--- src/rtl/mmio_tx_responder.sv ---
// mmio_tx_responder: MMIO window with byte TX FIFO, STATUS, CYCLE and CTRL registers.
// Define MMIO_TX_IRQ_EN to enable the registered irq output and CTRL bit1.
module mmio_tx_responder #(
    parameter logic [31:0] BASE_ADDR = 32'hFFFF_0000,
    parameter int DEPTH = 8
) (
    input  logic        clock,
    input  logic        reset,
    input  logic [31:0] addr,
    input  logic        wr,
    input  logic [31:0] wdata,
    output logic [31:0] rdata,
    output logic        hit,
    output logic [7:0]  tx_data,
    output logic        tx_valid,
    input  logic        tx_ready,
    output logic        irq
);
    localparam int AW = (DEPTH > 1) ? $clog2(DEPTH) : 1;

    logic [7:0] mem [DEPTH];
    logic [AW-1:0] rdPtr, wrPtr;
    logic [AW:0] count;
    logic [31:0] cycleCount, regValue;
    logic [4:0] countField;
    logic [1:0] idx;
    logic sel, wrSel, full, empty, push, pop, doPush, overflow, drainEn, irqEn;
    logic unusedBits;

    assign sel = addr[31:4] == BASE_ADDR[31:4];
    assign wrSel = sel && wr;
    assign idx = addr[3:2];
    assign full = count == (AW+1)'(DEPTH);
    assign empty = count == '0;
    assign push = wrSel && idx == 2'd0;
    assign pop = tx_valid && tx_ready;
    assign doPush = push && !full;
    assign tx_valid = drainEn && !empty;
    assign tx_data = mem[rdPtr];
    assign countField = (32'(count) > 32'd31) ? 5'd31 : 5'(count);
    assign unusedBits = ^{addr[1:0], wdata[31:8]};

    always_comb begin
        regValue = idx == 2'd1 ? {19'd0, countField, 5'd0, overflow, empty, full} :
                   idx == 2'd2 ? cycleCount :
                   idx == 2'd3 ? {30'd0, irqEn, drainEn} : 32'd0;
    end

    // Storage is intentionally not reset; stale bytes are unreachable while empty.
    always_ff @(posedge clock) begin
        if (!reset && doPush) mem[wrPtr] <= wdata[7:0];
    end

    always_ff @(posedge clock) begin
        if (reset) begin
            rdPtr <= '0;
            wrPtr <= '0;
            count <= '0;
            overflow <= 1'b0;
            cycleCount <= 32'd0;
            drainEn <= 1'b1;
            rdata <= 32'd0;
            hit <= 1'b0;
        end else begin
            rdata <= (sel && !wr) ? regValue : 32'd0;
            hit <= sel && !wr;
            if (doPush) wrPtr <= wrPtr + 1'b1;
            if (pop) rdPtr <= rdPtr + 1'b1;
            count <= count + (AW+1)'(doPush) - (AW+1)'(pop);
            if (push && full) overflow <= 1'b1;
            else if (wrSel && idx == 2'd1 && wdata[2]) overflow <= 1'b0;
            cycleCount <= (wrSel && idx == 2'd2) ? 32'd0 : cycleCount + 32'd1;
            if (wrSel && idx == 2'd3) drainEn <= wdata[0];
        end
    end

`ifdef MMIO_TX_IRQ_EN
    always_ff @(posedge clock) begin
        if (reset) begin
            irqEn <= 1'b0;
            irq <= 1'b0;
        end else begin
            if (wrSel && idx == 2'd3) irqEn <= wdata[1];
            irq <= irqEn && (empty || overflow);
        end
    end
`else
    assign irqEn = 1'b0;
    assign irq = 1'b0;
`endif
endmodule

--- config.mk ---
export PLATFORM = sky130hd
export DESIGN_NAME = mmio_tx_responder
export DESIGN_NICKNAME = d
export VERILOG_FILES = /design/src/rtl/mmio_tx_responder.sv
export SDC_FILE = /design/constraint.sdc
export NUM_CORES = 1
export LEC_CHECK = 0
export BUFFER_PORTS_ARGS = -buffer_cell sky130_fd_sc_hd__buf_2
export CAP_MARGIN = 40
export CORE_MARGIN = 10
export CORE_UTILIZATION = 59
export DETAILED_ROUTE_END_ITERATION = 10
export HOLD_SLACK_MARGIN = 0.12
export PLACE_DENSITY = 0.84
export SLEW_MARGIN = 20
export SYNTH_ARGS = -nofsm -noshare
export SYNTH_HDL_FRONTEND = slang
export SYNTH_SLANG_ARGS = --single-unit
export TNS_END_PERCENT = 50
--- constraint.sdc ---
create_clock -name clock -period 4.7 [get_ports clock]
set_input_delay 0 -clock clock [delete_from_list [all_inputs] [get_ports clock]]
set_output_delay 0 -clock clock [all_outputs]
set_load 0.02 [all_outputs]
==> results of run 1 <==
[path summary, 6_finish.rpt]
| check | cells past startpoint | start | slack [ns] | to |
|---|---|---|---|---|
| setup / recovery | 14 | addr[12] | 0.76 | count[2] |
| hold / removal | 5 | addr[18] | 0.22 | hit |
| setup reg to reg | 12 | count[2] | 2.05 | count[2] |
| hold reg to reg | 2 | cycleCount[31] | 0.49 | cycleCount[31] |
[synth_stat cells (all sizes together), types with 3 or more instances]
cell | number | area share
edfxtp | 64 | 0.34
and2 | 29 | 0.032
nor4 | 5 | 0.0081
and3 | 7 | 0.0085
a22oi | 5 | 0.0066
or4 | 15 | 0.020
nor3 | 5 | 0.0044
nor2b | 3 | 0.0033
nand2b | 4 | 0.0044
mux4 | 16 | 0.063
o31ai | 13 | 0.017
xnor2 | 4 | 0.0061
mux2i | 4 | 0.0070
o21ai | 7 | 0.0061
ha | 9 | 0.020
xor2 | 11 | 0.017
nor2 | 34 | 0.022
nand2 | 13 | 0.0085
dfxtp | 80 | 0.28
clkbuf | 14 | 0.0096
nand4 | 17 | 0.019
and4 | 9 | 0.014
mux2 | 9 | 0.018
a21oi | 23 | 0.020
inv | 13 | 0.0090
nand3 | 10 | 0.0088
buf | 8 | 0.0070
or3 | 7 | 0.0077
[per-layer routing]
metal / global-route usage / vias up / wire (um)
met5: 0 / - / 0
met4: 0.0473 / 0 / 125
met2: 0.306 / 154 / 6630
met3: 0.0533 / 13 / 776
met1: 0.213 / 1905 / 4870
li1: - / 1896 / -
[worst min-delay path, delay by kind of cell]
kind	cells	cell delay [ns]
buf+inv	2	0.15
simple gates	3	0.52
[flip-flops by register name, indices dropped and copies added, names as in the netlist, named ones only]
| signal | flops |
|---|---|
| wrPtr | 3 |
| drainEn | 1 |
| hit | 1 |
| cycleCount | 32 |
| mem | 64 |
| overflow | 1 |
| count | 4 |
| rdata | 32 |
| rdPtr | 3 |
[final cells by class]
type                            count  area, um2
Fill cell                         570       2270
Tap cell                          129        161
Clock buffer                       17        414
Sequential cell                   144       3520
Inverter                           13       51.3
Timing Repair Buffer              114        712
Clock inverter                     15        150
Multi-Input combinational cell    269       2040
[logic make-up after synthesis]
logic type               Yosys count  share of synthesized area
adder cells (fa/ha/maj)           10                     0.0232
buffers and inverters             35                     0.0256
XOR/XNOR                          15                     0.0230
AO/OA/AOI/OAI                     51                     0.0546
multiplexers                      29                     0.0879
other                              1                   0.000657
flip-flops                       144                      0.617
AND/OR/NAND/NOR                  163                      0.168
[timing repair]
action,CTS,global route
hold buffers,21,0
setup buffers,0,0
endpoints found under the hold margin,87,0
[report_power, final]
group / total [mW] / internal [mW] / switching (mW)
Clock: 1.26 / 0.719 / 0.545
Combinational: 0.445 / 0.242 / 0.203
Sequential: 1.39 / 1.34 / 0.0565
==> reports/summary.txt, run 1 <==
Status - finished clean
Buf/Inv on CP - 6
Syn nets - 526
Antenna violations before repair - 0
Cts bufs inserted - 17
Slowest CP cell - dlygate4sd3_1
P per Cell Area - 440 mW/mm2
Pwr Total - 3.10 mW
Post-DP HPWL - 8.06 mm
Syn Area/Cell - 12.7 um2
Antenna Cells - 0
Max-cap violations - 0
Area growth, synth to finish - 23.5%
Setup TNS Final - 0 ns
Mapped cell area - 0.00571 mm2
Most used DFF post-synth - dfxtp_1
Final WS setup - 0.757 ns
Worst skew pair latency - 0.52 ns
Final hold vios - 0
Resized cells post-CTS - 0
Most common cell after layout, fill and taps aside - buf_2
Post-route ant nets - 0
Ys async rst share - 0
Min Tclk post-route - 3.94 ns
RSZ-0062 raised after global routing - no
DR vias - 3,968
Core ar. - 0.00933 mm2
Slew Limit Fails - 0
Die X - 118 um
Number of flops mapped to enable cells by yosys - 64
Leakage - 2.66 nW
Routed WL - 12.4 mm
Worst slack, placed - 1.92 ns
Routed WL per cell - 17.7 um
First-pass GRT wire length - 20.5 mm
Peak VDD IR - 0.000323 V
Vias in the first global route - 4,200
Min Hold Slack - 0.217 ns
Clk sinks - 144
DRC - 0
Worst-path clk slew - 0.06 ns
Cell count after synthesis - 448
Initial Utilization - 0.612
Final clock skew - 0.00876 ns
DR iter-0 viols - 303
Share of cells above drive strength 1 - 0.273
Yosys cell types - 44
Seq/Total Area, Yosys - 0.617
I/O pin count - 111
Fin nets - 637
Fin crit share - 0.839
Most frequent cells in the layout - buf_2, dfxtp_1, edfxtp_1
# port buffers - 83
Max Clk Rate - 254 MHz
Max incr delay on CP - 0.73 ns
Placed Cells - 647
Slew Limit Headroom - 0.503
GPL Wtd Cong - 0.773
DR vias/cell - 5.66
Worst path most repeated cell - dlygate4sd3_1
WS Path Type - input port to flop
Worst Hold Class - input port to flop
Worst EP required - 5.09 ns
Final cell count without fillers - 701
Total gr overflow - 0
Gr usage total - 0.178
Worst-case clock buffer depth - 2
Yosys warning count - 0
Worst-margin pin slew - 0.745 ns
Cell Rows - 35
Die Ht - 118 um
Final count of negative-setup-slack endpoints - 0
Startpoint Class - input port
TritonCTS clock tree - done
Die ar. - 0.0140 mm2
WP data arrival - 4.33 ns
CTS H-tree lvls - 4
Detailed Routing Iterations Pass 1 - 5
CP Capture Type - flop
Finished Core Util - 0.756
Root Buffer - clkbuf_8
Worst-path fanout max - 9
Dpl cell area - 0.00627 mm2
Largest net degree at the start of global routing - 33
Synth Register Bits - 144
CP cell instances - dlygate4sd3_1 > buf_2 > or4b_4 > dlygate4sd3_1 > nor4_4 > dlygate4sd3_1 > and3_4 > inv_4 > ha_1 > inv_1 > ha_1 > fa_1 > xnor2_1 > nor2_1
Post-route cell area - 0.00705 mm2
Delay-heaviest family, CP - buffers and inverters
(Power assumes the default switching activity.)
==> run 2, diff against run 1 <==
- ABC_AREA: default -> 1
- CORE_UTILIZATION: 59 -> 55
- PLACE_DENSITY: 0.84 -> 0.79
- clock period: 4.7 -> 3.65 ns (I/O delays scaled with it)
==> run 2 against run 1 <==
Effect of this change:
- register-to-register slack worse by 0.91 ns
- global-route usage up 0.89 points
- core utilization down 6.4 points
- flip-flop and latch count unchanged
- die area up 12%
- critical endpoint is now wrPtr[0]
==> reports/summary.txt, run 2 <==
Die X - 125 um
Post-route cell area - 0.00750 mm2
Most common cell after layout, fill and taps aside - nor2_1
Most frequent cells in the layout - nor2_1, nand2_1, buf_2
I/O pin count - 111
Largest regs - mem: 64 flops, cycleCount: 32 flops, rdata: 32 flops
Top reg by flops - mem
Final WS setup - 0.180 ns
Yosys warning count - 0
Largest register FFs - 64
# port buffers - 83
Cts bufs inserted - 17
Largest net degree at the start of global routing - 34
RSZ-0062 raised after global routing - no
Placed Cells - 867
Synth Register Bits - 144
Setup TNS Final - 0 ns
Cell Rows - 38
Initial Utilization - 0.564
Die Ht - 125 um
Worst-path fanout max - 5
Yosys cell types - 37
Status - finished clean
Worst slack, placed - 1.37 ns
WP data arrival - 3.95 ns
First-pass GRT wire length - 24.1 mm
Hold Crit Depth - 10
Total gr overflow - 0
Mapped cell area - 0.00611 mm2
DR vias/cell - 5.30
DR iter-0 viols - 443
Detailed Routing Iterations Pass 1 - 6
Worst-case clock buffer depth - 2
Post-DP HPWL - 10.1 mm
DR vias - 4,921
Routed WL - 14.7 mm
Count leader, synth - nor2_1
Worst skew pair latency - 0.53 ns
WS Path Type - input port to flop
Startpoint Class - input port
DRC - 0
Dominant cell type by area after synthesis - edfxtp_1
Leakage - 2.79 nW
Clk sinks - 144
Min-delay src - addr[10]
CP Capture Type - flop
Share of cells above drive strength 1 - 0.203
Max Clk Rate - 288 MHz
Die ar. - 0.0157 mm2
Worst-path clk slew - 0.06 ns
Min Hold Slack - 0.205 ns
Final hold vios - 0
Vias in the first global route - 5,029
Start of the worst register-to-register path - count[2]
Most used DFF post-synth - dfxtp_1
Cell count after synthesis - 654
Root Buffer - clkbuf_8
GPL Wtd Cong - 0.912
TritonCTS clock tree - done
Syn nets - 732
Min Tclk post-route - 3.47 ns
Slew Limit Headroom - 0.454
Antenna violations before repair - 0
Final clock skew - 0.00874 ns
Crit path from - addr[12]
Top-area cell type share of the netlist area - 0.314
Routed WL per cell - 15.8 um
R2R cell count - 14
Filler Cell Count - 809
Resized cells post-CTS - 0
Number of flops mapped to enable cells by yosys - 64
Dpl cell area - 0.00664 mm2
P per Cell Area - 549 mW/mm2
Slew Limit Fails - 0
Synth area leaders - edfxtp_1, dfxtp_1, nor2_1, nand2_1, nor2_4
Core ar. - 0.0108 mm2
Final cell count without fillers - 929
Final count of negative-setup-slack endpoints - 0
Syn Area/Cell - 9.35 um2
Gr usage total - 0.187
Worst-margin pin slew - 0.816 ns
Max-cap violations - 0
Fin crit share - 0.951
Antenna Cells - 0
Worst EP required - 4.13 ns
Fin nets - 854
CTS H-tree lvls - 4
Synth cell count leaders - nor2_1, nand2_1, dfxtp_1
Area growth, synth to finish - 22.7%
Worst Hold Class - input port to flop
Peak VDD IR - 0.000326 V
Ys async rst share - 0
Post-route ant nets - 0
Seq/Total Area, Yosys - 0.576
## run 2: final cells by class
type | count | area [um2] | area share
flip-flops and latches | 144 | 3520 | 0.470
multi-input cells | 431 | 2240 | 0.298
clock buffers | 18 | 418 | 0.0557
repair buffers | 119 | 759 | 0.101
well taps | 140 | 175 | 0.0234
clock inverters | 14 | 146 | 0.0195
inverters | 63 | 239 | 0.0319
## run 2: per-layer routing
metal,vias up,GRT usage,routed length [um]
li1,2403,-,-
met1,2282,0.227,6200
met2,209,0.308,7120
met3,27,0.0583,1150
met4,0,0.0650,218
met5,-,0,0
## run 2: cell families after synthesis
family,share of synthesized area
AOI/OAI and AO/OA,0.0749
xor gates and xnor gates,0.0158
adders and majority gates,0.0217
buffers and inverters,0.0573
DFF,0.576
other,0.000614
and+or+nand+nor,0.253
## run 2: path summary, 6_finish.rpt
path	endpoint	slack [ns]
worst min-delay path	wrPtr[1]	0.20
worst min register to register	rdata[10]	0.46
worst max register to register	count[3]	1.14
worst max-delay path	wrPtr[0]	0.18
## run 2: critical path: stages
cell and delay (ns):
dlygate4sd3_1 0.53, buf_2 0.12, nor2_1 0.08, dlygate4sd3_1 0.56, nand2_1 0.04, dlygate4sd3_1 0.54, nor2_1 0.12, nand2_2 0.09
nor3_2 0.26, nand4_1 0.27, dlygate4sd3_1 0.64, a21oi_1 0.13, dlygate4sd3_1 0.55
## run 2: where the power goes
part           internal (mW)  total [mW]  switching (mW)
registers               1.72        1.76          0.0401
clock network          0.928        1.63           0.705
logic                  0.252       0.727           0.475
total                   2.90        4.12            1.22
## run 2: what timing repair did
item,4_1_cts,5_1_grt
setup buffers,0,0
hold buffers,28,0
endpoints found under the setup margin,0,1
endpoints found under the hold margin,86,0
## run 2: stage by stage
step           utilization  power, mW
3_3_place_gp         0.612       2.43
2_1_floorplan            -       2.26
6_report             0.692       4.12
5_1_grt              0.692       4.29
4_1_cts              0.690       4.11
3_5_place_dp         0.612       2.47
==> run 3, diff against run 2 <==
- BUFFER_PORTS_ARGS: -buffer_cell sky130_fd_sc_hd__buf_2 -> -buffer_cell sky130_fd_sc_hd__clkbuf_2
==> run 3 against run 2 <==
Effect of this change:
- maximum frequency increased by 6.7%
- global-route usage about the same
- clock-buffer cell count did not move
- first-iteration DRC count rose by 9.7%
- core utilization fell by 0.10 points
- die area unchanged
- critical path depth did not move
- sequential power about the same
- clock power is 7% higher
- routed wire length grew 0.37%
- critical endpoint is now overflow
==> reports/summary.txt, run 3 (synthesized netlist as in run 2, its figures left out) <==
Final count of negative-setup-slack endpoints - 0
Leakage - 2.77 nW
Top reg by flops - mem
Detailed Routing Iterations Pass 1 - 6
DR iter-0 viols - 486
Antenna Cells - 0
Start of the worst register-to-register path - count[2]
Die Ht - 125 um
Die ar. - 0.0157 mm2
DR vias/cell - 5.27
Final clock skew - 0.00871 ns
Slew Limit Fails - 0
DR vias - 4,878
Min Tclk post-route - 3.25 ns
Clk sinks - 144
Routed WL - 14.7 mm
Antenna violations before repair - 0
RSZ-0062 raised after global routing - no
Slew Limit Headroom - 0.477
TritonCTS clock tree - done
Vias in the first global route - 4,821
Routed WL per cell - 15.9 um
Final hold vios - 0
Fin crit share - 0.891
Pwr Total - 4.20 mW
Reg-to-reg slack, setup - 1.31 ns
Storage cell area - 0.00352 mm2
Largest regs - mem: 64 flops, cycleCount: 32 flops, rdata: 32 flops
I/O pin count - 111
Worst-case clock buffer depth - 2
Peak VDD IR - 0.000348 V
Post-DP HPWL - 10.0 mm
Root Buffer - clkbuf_8
Most common cell after layout, fill and taps aside - nor2_1
CTS H-tree lvls - 4
Largest net degree at the start of global routing - 34
Share of cells above drive strength 1 - 0.205
Min-delay src - addr[9]
Worst Hold Class - input port to flop
Worst skew pair latency - 0.52 ns
Initial Utilization - 0.564
Max-cap violations - 0
R2R cell count - 10
Multi-input gate area - 0.00224 mm2
Cts bufs inserted - 17
Postcts setup bufs - 0
# port buffers - 83
Startpoint Class - input port
Gr usage total - 0.187
GPL Wtd Cong - 0.898
Fin nets - 850
Hold path endpoint - wrPtr[1]
Worst-margin pin slew - 0.782 ns
Most frequent cells in the layout - nor2_1, nand2_1, clkbuf_2
Cell Rows - 38
Worst-path fanout max - 4
Worst EP required - 4.12 ns
Largest register FFs - 64
Finished Core Util - 0.691
WP data arrival - 3.72 ns
Crit path from - addr[12]
Area growth, synth to finish - 22.5%
CP Capture Type - flop
Filler Cell Count - 844
Status - finished clean
DRC - 0
Total gr overflow - 0
Max Clk Rate - 308 MHz
Setup TNS Final - 0 ns
Hold Crit Depth - 9
P per Cell Area - 561 mW/mm2
First-pass GRT wire length - 23.8 mm
Worst r2r dst - count[2]
Post-route ant nets - 0
Die X - 125 um
Core ar. - 0.0108 mm2
Worst-path clk slew - 0.06 ns
WS Path Type - input port to flop
Min Hold Slack - 0.189 ns
==> run 3: cell types whose count changed in the layout (fill, tap and decap cells not counted), moves of 2 or more <==
cell	change
dlygate4sd3_1	-6
inv_8	-4
buf_2	-83
clkinvlp_4	-2
buf_4	+2
bufinv_16	+2
inv_6	+3
clkbuf_2	+83
==> run 3: what timing repair did <==
action | in CTS | in global routing
hold buffers | 22 | 0
setup endpoints to repair | 0 | 0
endpoints found under the hold margin | 86 | 0
resized for setup | 0 | 0
==> run 3: how the worst max path moves through the flow <==
stage	end	slack, ns	cells after the start
floorplan	count[1]	1.36	13
global placement	count[2]	1.42	10
detailed placement	count[3]	1.33	14
CTS	mem[0][7]	0.35	11
global route	overflow	0.22	13
finish	overflow	0.40	13
==> run 3: metrics by stage <==
| stage | cell area [um2] | worst slack, ns | instances |
|---|---|---|---|
| global route | 7490 | 0.216 | 925 |
| global placement | 6640 | 1.42 | 867 |
| floorplan | 6110 | 1.36 | 654 |
| CTS | 7450 | 0.353 | 921 |
| finish | 7490 | 0.399 | 925 |
| detailed placement | 6640 | 1.33 | 867 |
==> run 3: area by class of cell <==
cell class / count / share of cell area
Sequential cell: 144 / 0.471
Multi-Input combinational cell: 431 / 0.299
Timing Repair Buffer: 115 / 0.0959
Clock buffer: 18 / 0.0558
Inverter: 63 / 0.0319
Clock inverter: 14 / 0.0236
Tap cell: 140 / 0.0234
==> run 3: critical path, stage by stage <==
cell and delay (ns):
dlygate4sd3_1 0.55, clkbuf_2 0.11, nor2_1 0.07, dlygate4sd3_1 0.54, nand2_1 0.04, dlygate4sd3_1 0.54
nor2_1 0.12, nand2_2 0.09, nor3_2 0.27, nand3_1 0.10, dlygate4sd3_1 0.57, a21oi_1 0.14
dlygate4sd3_1 0.56
==> run 3: routing by layer <==
| metal | part of all wire | global-route usage |
|---|---|---|
| met5 | 0 | 0 |
| met4 | 0.010 | 0.0637 |
| met3 | 0.070 | 0.0545 |
| met2 | 0.49 | 0.307 |
| met1 | 0.43 | 0.230 |
==> run 3: power breakdown <==
| group | internal [mW] | switching (mW) |
|---|---|---|
| logic | 0.251 | 0.456 |
| clock network | 1.05 | 0.684 |
| registers | 1.72 | 0.0400 |
| total | 3.02 | 1.18 |
